`src/rtl/multi_timer_ctrl_if.sv`:
```
// Command/status bundle for multi_timer_ctrl.
//   master: command decoder side. It drives start/stop/clear/lap/down_mode/load_val and
//           receives count/lap_val/status/count_en/expired.
//   slave:  the timer controller. It has the opposite directions.
// Channel i occupies bits [i*CNT_W +: CNT_W] of load_val, count and lap_val, and
// bits [2i +: 2] of status.
interface multi_timer_ctrl_if #(
    parameter int unsigned NUM_CH = 4,
    parameter int unsigned CNT_W  = 16
);
    logic [NUM_CH-1:0]       start;
    logic [NUM_CH-1:0]       stop;
    logic [NUM_CH-1:0]       clear;
    logic [NUM_CH-1:0]       lap;
    logic [NUM_CH-1:0]       down_mode;
    logic [NUM_CH*CNT_W-1:0] load_val;
    logic [NUM_CH*CNT_W-1:0] count;
    logic [NUM_CH*CNT_W-1:0] lap_val;
    logic [2*NUM_CH-1:0]     status;
    logic [NUM_CH-1:0]       count_en;
    logic [NUM_CH-1:0]       expired;

    modport master (
        output start, stop, clear, lap, down_mode, load_val,
        input  count, lap_val, status, count_en, expired
    );

    modport slave (
        input  start, stop, clear, lap, down_mode, load_val,
        output count, lap_val, status, count_en, expired
    );
endinterface

```
`src/rtl/multi_timer_ctrl.sv`:
```
// Multi-channel stopwatch/countdown controller.
// Each channel has its own IDLE/RUNNING/PAUSED/EXPIRED FSM and counter. A channel counts up,
// or counts down from load_val and expires at zero. All channels share one free-running
// prescaled tick.
// Ports:
//   clk   - clock
//   rst_n - synchronous active-low reset
//   bus   - slave modport of multi_timer_ctrl_if. It carries the per-channel commands
//           start/stop/clear/lap, down_mode and load_val, and returns the registered
//           count, lap_val, status and expired outputs plus count_en, which is decoded
//           from the state.
module multi_timer_ctrl #(
    parameter int unsigned NUM_CH   = 4,
    parameter int unsigned CNT_W    = 16,
    parameter int unsigned PRESCALE = 1
) (
    input logic               clk,
    input logic               rst_n,
    multi_timer_ctrl_if.slave bus
);
    localparam int unsigned PW = (PRESCALE > 1) ? $clog2(PRESCALE) : 1;
    localparam logic [PW-1:0] PresLast = PW'(PRESCALE - 1);

    typedef enum logic [1:0] {
        StIdle    = 2'b00,
        StRun     = 2'b01,
        StPause   = 2'b10,
        StExpired = 2'b11
    } state_e;

    state_e            state_q [NUM_CH];
    state_e            state_d [NUM_CH];
    logic [CNT_W-1:0]  count_q [NUM_CH];
    logic [CNT_W-1:0]  count_d [NUM_CH];
    logic [CNT_W-1:0]  lap_q   [NUM_CH];
    logic [CNT_W-1:0]  lap_d   [NUM_CH];
    logic [NUM_CH-1:0] mode_q, mode_d;       // 1 = countdown
    logic [NUM_CH-1:0] expired_q, expired_d;
    logic [PW-1:0]     presc_q, presc_d;
    logic              tick;

    always_comb begin
        tick    = (presc_q == PresLast);
        presc_d = tick ? '0 : presc_q + PW'(1);
    end

    always_comb begin
        for (int i = 0; i < NUM_CH; i++) begin
            state_d[i]   = state_q[i];
            count_d[i]   = count_q[i];
            lap_d[i]     = lap_q[i];
            mode_d[i]    = mode_q[i];
            expired_d[i] = 1'b0;

            if (bus.clear[i]) begin
                state_d[i] = StIdle;
                count_d[i] = '0;
                lap_d[i]   = '0;
            end else begin
                // Lap captures the value from before this cycle's update.
                if (bus.lap[i]) begin
                    lap_d[i] = count_q[i];
                end
                case (state_q[i])
                    StIdle, StExpired: begin
                        // stop outranks start, so a simultaneous start is dropped.
                        if (bus.start[i] && !bus.stop[i]) begin
                            mode_d[i] = bus.down_mode[i];
                            if (!bus.down_mode[i]) begin
                                state_d[i] = StRun;
                                count_d[i] = '0;
                            end else if (bus.load_val[i*CNT_W +: CNT_W] == '0) begin
                                state_d[i]   = StExpired;
                                count_d[i]   = '0;
                                expired_d[i] = 1'b1;
                            end else begin
                                state_d[i] = StRun;
                                count_d[i] = bus.load_val[i*CNT_W +: CNT_W];
                            end
                        end
                    end
                    StRun: begin
                        if (bus.stop[i]) begin
                            state_d[i] = StPause;
                        end else if (tick) begin
                            if (!mode_q[i]) begin
                                count_d[i] = count_q[i] + CNT_W'(1);
                            end else if (count_q[i] == CNT_W'(1)) begin
                                count_d[i]   = '0;
                                state_d[i]   = StExpired;
                                expired_d[i] = 1'b1;
                            end else begin
                                count_d[i] = count_q[i] - CNT_W'(1);
                            end
                        end
                    end
                    StPause: begin
                        if (bus.start[i] && !bus.stop[i]) begin
                            state_d[i] = StRun;
                        end
                    end
                    default: begin
                        state_d[i] = StIdle;
                        count_d[i] = '0;
                    end
                endcase
            end
        end
    end

    always_ff @(posedge clk) begin
        if (!rst_n) begin
            presc_q   <= '0;
            mode_q    <= '0;
            expired_q <= '0;
            for (int i = 0; i < NUM_CH; i++) begin
                state_q[i] <= StIdle;
                count_q[i] <= '0;
                lap_q[i]   <= '0;
            end
        end else begin
            presc_q   <= presc_d;
            mode_q    <= mode_d;
            expired_q <= expired_d;
            for (int i = 0; i < NUM_CH; i++) begin
                state_q[i] <= state_d[i];
                count_q[i] <= count_d[i];
                lap_q[i]   <= lap_d[i];
            end
        end
    end

    always_comb begin
        bus.count    = '0;
        bus.lap_val  = '0;
        bus.status   = '0;
        bus.count_en = '0;
        for (int i = 0; i < NUM_CH; i++) begin
            bus.count[i*CNT_W +: CNT_W]   = count_q[i];
            bus.lap_val[i*CNT_W +: CNT_W] = lap_q[i];
            bus.status[2*i +: 2]          = state_q[i];
            bus.count_en[i]               = (state_q[i] == StRun);
        end
        bus.expired = expired_q;
    end
endmodule

```
`src/flat_wrapper.sv`:
```
// flat-port wrapper written by rule: the top's interface ports become plain ports
module multi_timer_ctrl_flat 
#(
    parameter int unsigned NUM_CH   = 4,
    parameter int unsigned CNT_W    = 16,
    parameter int unsigned PRESCALE = 1
)
  (clk, rst_n, bus_start, bus_stop, bus_clear, bus_lap, bus_down_mode, bus_load_val, bus_count, bus_lap_val, bus_status, bus_count_en, bus_expired);
  multi_timer_ctrl_if #(.NUM_CH(NUM_CH), .CNT_W(CNT_W)) bus_i ();
  input logic clk;
  input logic rst_n;
  input wire logic [$bits(bus_i.start)-1:0] bus_start;
  input wire logic [$bits(bus_i.stop)-1:0] bus_stop;
  input wire logic [$bits(bus_i.clear)-1:0] bus_clear;
  input wire logic [$bits(bus_i.lap)-1:0] bus_lap;
  input wire logic [$bits(bus_i.down_mode)-1:0] bus_down_mode;
  input wire logic [$bits(bus_i.load_val)-1:0] bus_load_val;
  output wire logic [$bits(bus_i.count)-1:0] bus_count;
  output wire logic [$bits(bus_i.lap_val)-1:0] bus_lap_val;
  output wire logic [$bits(bus_i.status)-1:0] bus_status;
  output wire logic [$bits(bus_i.count_en)-1:0] bus_count_en;
  output wire logic [$bits(bus_i.expired)-1:0] bus_expired;
  assign bus_i.start = bus_start;
  assign bus_i.stop = bus_stop;
  assign bus_i.clear = bus_clear;
  assign bus_i.lap = bus_lap;
  assign bus_i.down_mode = bus_down_mode;
  assign bus_i.load_val = bus_load_val;
  assign bus_count = bus_i.count;
  assign bus_lap_val = bus_i.lap_val;
  assign bus_status = bus_i.status;
  assign bus_count_en = bus_i.count_en;
  assign bus_expired = bus_i.expired;
  multi_timer_ctrl #(.NUM_CH(NUM_CH), .CNT_W(CNT_W), .PRESCALE(PRESCALE)) u_core (.clk(clk), .rst_n(rst_n), .bus(bus_i));
endmodule
```
`config.mk`:
```
export PLATFORM = sky130hd
export DESIGN_NAME = multi_timer_ctrl_flat
export DESIGN_NICKNAME = d
export VERILOG_FILES = /design/src/rtl/multi_timer_ctrl_if.sv /design/src/rtl/multi_timer_ctrl.sv /design/src/flat_wrapper.sv
export SDC_FILE = /design/constraint.sdc
export NUM_CORES = 1
export LEC_CHECK = 0
export CAP_MARGIN = 20
export CORE_MARGIN = 1
export CORE_UTILIZATION = 31
export CTS_CLUSTER_DIAMETER = 40
export DETAILED_ROUTE_END_ITERATION = 8
export PLACE_DENSITY_LB_ADDON = 0.25
export SETUP_SLACK_MARGIN = 0.05
export SLEW_MARGIN = 10
export SYNTH_ARGS = -nofsm -noshare
export SYNTH_HDL_FRONTEND = slang
export SYNTH_SLANG_ARGS = --single-unit
```
`constraint.sdc`:
```
create_clock -name clk -period 6.6 [get_ports clk]
set_input_delay 1.65 -clock clk [delete_from_list [all_inputs] [get_ports clk]]
set_output_delay 1.65 -clock clk [all_outputs]
set_load 0.03 [all_outputs]
```
==> impl_metrics.py <==
metrics = {
    "yosys": {
        "synth_compound_gate_area_share_pct": 21.8,
        "yosysSeqAreaShare_pct": 29.4,
        "synthSimpleGateAreaFrac_pct": 28.2,
        "synth_top_family_by_area": "simple AND/OR/NAND/NOR gates",
        "synth-edff-count": 0,
        "syn_avg_cell_area_um2": 7.70,
        "synthCells": 1280,
        "synthTopCellsByArea": "dfxtp_1 (29%), mux2i_1 (7.2%), nor2_1 (4.9%), nand2_1 (4.1%), a21oi_1 (3.3%)",
        "synth_top_area_cell": "dfxtp_1",
        "synth_xor_area_share_pct": 4.35,
        "synth_top_area_share_pct": 29.4,
        "synthArstFlopShare_pct": 0,
        "muxShareOfSynthArea_pct": 7.32,
        "yosys_most_used_dff": "dfxtp_1",
        "ys_ff_latch": 145,
        "syn_nets": 1386,
        "ys_warn_count": 0,
        "yosys.area_share.adder_pct": 2.54,
        "synth_area_mm2": 0.00986,
        "synth.distinct_cells": 76,
    },
    "clocking": {
        "ctsHoldBuffers": 0,
        "htreeDepth": 4,
        "postCtsSetupRepairBufs": 0,
        "clkTransAtPathRegs_ps": 60,
        "cts_tree": "done",
        "cts.sinks": 145,
        "ctsRootBufferMaster": "clkbuf_16",
        "clk_path_buf_depth": 2,
        "numCtsBuffers": 17,
        "clk_latency_ps": 440,
        "postCtsResizedCells": 0,
    },
    "power": {
        "swShare_pct": 30.1,
        "clockPowerShare_pct": 40.3,
        "p_int_mw": 1.66,
        "leakagePower_nw": 4.48,
        "p_sw_uw": 715,
        "combPwrFrac_pct": 20.0,
        "p_per_area_mw_per_mm2": 185,
        "peakVddDrop_uv": 166,
        "power_frac_seq_pct": 39.7,
        "total_power_mw": 2.37,
    },
    "timing": {
        "clock-skew-final_ps": 7.19,
        "fin_crit_ps": 4040,
        "relSlewSlack_pct": 22.6,
        "hold_viol_final": 0,
        "slew_violations": 0,
        "fmax_mhz": 247,
        "worst_pin_slew_ps": 1150,
        "period_share_pct": 61.2,
        "rsz0062_at_grt": "no",
        "holdWs_ps": 494,
        "finalSetupTns_ps": 0,
        "setup_violations": 0,
    },
    "route": {
        "first_pass_iters": 9,
        "drt-initial-drc-count": 1003,
        "vias": 10600,
        "wirelength_um": 35100,
        "wl_per_cell_um": 19.2,
        "avgViaCountPerCell": 5.81,
        "post-route-drc-count": 1,
        "ant_nets": 0,
    },
    "critical_path": {
        "crit_slowest_cell": "clkdlybuf4s50_1",
        "crit_type": "reg -> out",
        "worstSetupEndpointType": "primary output",
        "path_delay_family": "buffers and inverters",
        "required_ps": 4950,
        "slowest_delay_ps": 840,
        "cp_max_fo": 22,
        "cp_num_buf_inv": 1,
        "crit_arrival_ps": 2390,
        "worstPathCellList": "ha_1, clkdlybuf4s50_1",
        "startpoint_type": "flop",
    },
    "floorplanning": {
        "dieArea_mm2": 0.0325,
        "row_count": 64,
        "io_pins": 230,
        "die_w_um": 180,
        "initial_utilization_pct": 31.9,
        "core_area_mm2": 0.0309,
        "die_h_um": 180,
    },
    "final_layout": {
        "stdcell_count": 1826,
        "antenna-diode-count": 0,
        "final_common_cell": "clkdlybuf4s50_1",
        "final_cell_mix": "clkdlybuf4s50_1 (229), dfxtp_1 (145), nor2_1 (130)",
        "fin_nets": 1524,
        "area_growth_pct": 29.9,
        "fin_area_mm2": 0.0128,
        "layout-drive-gt1-share_pct": 4.69,
    },
    "placement": {
        "place_area_mm2": 0.0122,
        "dp_cells": 1793,
        "io_buffer_count": 229,
        "place.gp.congestion": 0.915,
        "hpwl_um": 24700,
    },
    "min_path": {
        "hp-class": "reg -> reg",
    },
    "job": {
        "drv_cap": 0,
    },
    "global_routing": {
        "grt_pass1_wl_um": 55900,
        "grt_max_degree": 34,
        "antenna_found_initial": 0,
        "grt_pass1_vias": 9969,
        "grt_overflow": 0,
        "grt.total_usage_pct": 21.3,
    },
    "run_status": {
        "outcome": "complete, but fails checks",
        "violations": "DRC",
    },
}
## final timing paths
| path | from | end | slack, ps | cells past startpoint |
|---|---|---|---|---|
| worst min-delay path | u_core.lap_q[0][8]$_SDFFE_PP0P_ | u_core.lap_q[0][8]$_SDFFE_PP0P_ | 490 | 2 |
| worst min register to register | u_core.lap_q[0][8]$_SDFFE_PP0P_ | u_core.lap_q[0][8]$_SDFFE_PP0P_ | 490 | 2 |
| worst max register to register | u_core.count_q[1][0]$_SDFFE_PP0P_ | u_core.count_q[1][14]$_SDFFE_PP0P_ | 3300 | 6 |
| worst max-delay path | u_core.state_q[0][0]$_SDFFE_PP0P_ | bus_count_en[0] | 2560 | 2 |
## power groups by stage
stage / Sequential (mW) / Clock, mW / Combinational [mW]
global route: 0.946 / 1.02 / 0.514
CTS: 0.941 / 0.985 / 0.469
detailed placement: 0.960 / 0 / 0.466
global placement: 0.960 / 0 / 0.463
floorplan: 0.956 / 0 / 0.292
finish: 0.942 / 0.957 / 0.475
## cell usage after synthesis (24+ instances only)
| library cell | instances |
|---|---|
| a221oi_1 | 24 |
| inv_1 | 36 |
| nand3_1 | 41 |
| dfxtp_1 | 145 |
| mux2i_1 | 71 |
| clkbuf_1 | 88 |
| nand2_1 | 107 |
| nand4_1 | 28 |
| a21oi_1 | 66 |
| nor4_1 | 47 |
| o21ai_0 | 48 |
| nor2_1 | 130 |
| nor3_1 | 42 |
| xor2_1 | 28 |
## cells by family after synthesis
group           Yosys count
xor+xnor                 49
compound gates          306
simple gates            530
buf+inv                 157
other cells               1
flops                   145
fa+ha+maj                20
mux                      72
## worst register-to-register path: stages (launching register included)
cell and delay (ps):
dfxtp_1 620, ha_1 240, or4b_2 630, nor4_4 620, nor2_1 440, a221o_1 430
o221a_1 220
## sequential cells by signal, indices dropped and copies added, names as in the netlist
| name | count |
|---|---|
| u_core.count_q | 64 |
| u_core.lap_q | 64 |
| u_core.state_q | 8 |
| u_core.bus.expired | 4 |
| u_core.mode_q | 4 |
| u_core.presc_q | 1 |
## stage by stage
stage / setup slack (ps) / utilization (%)
global route: 2400 / 41.5
CTS: 2520 / 41.4
finish: 2560 / 41.5
global placement: 2370 / 39.6
detailed placement: 2370 / 39.6
floorplan: 3580 / -
## layout make-up
type | count | area (um2)
Clock inverter | 7 | 85.1
Inverter | 36 | 135
Fill cell | 3134 | 18100
Multi-Input combinational cell | 978 | 6340
Sequential cell | 145 | 2900
Clock buffer | 24 | 462
Timing Repair Buffer | 240 | 2390
Tap cell | 396 | 495
## layer usage
layer	up-vias	global-route usage, %	part of all wire (%)
li1	5054	-	-
met1	5057	28.5	46
met2	440	33.6	46
met3	50	5.05	6.4
met4	0	6.77	1.9
met5	-	0	0
Power figures use the tool's default switching activity.
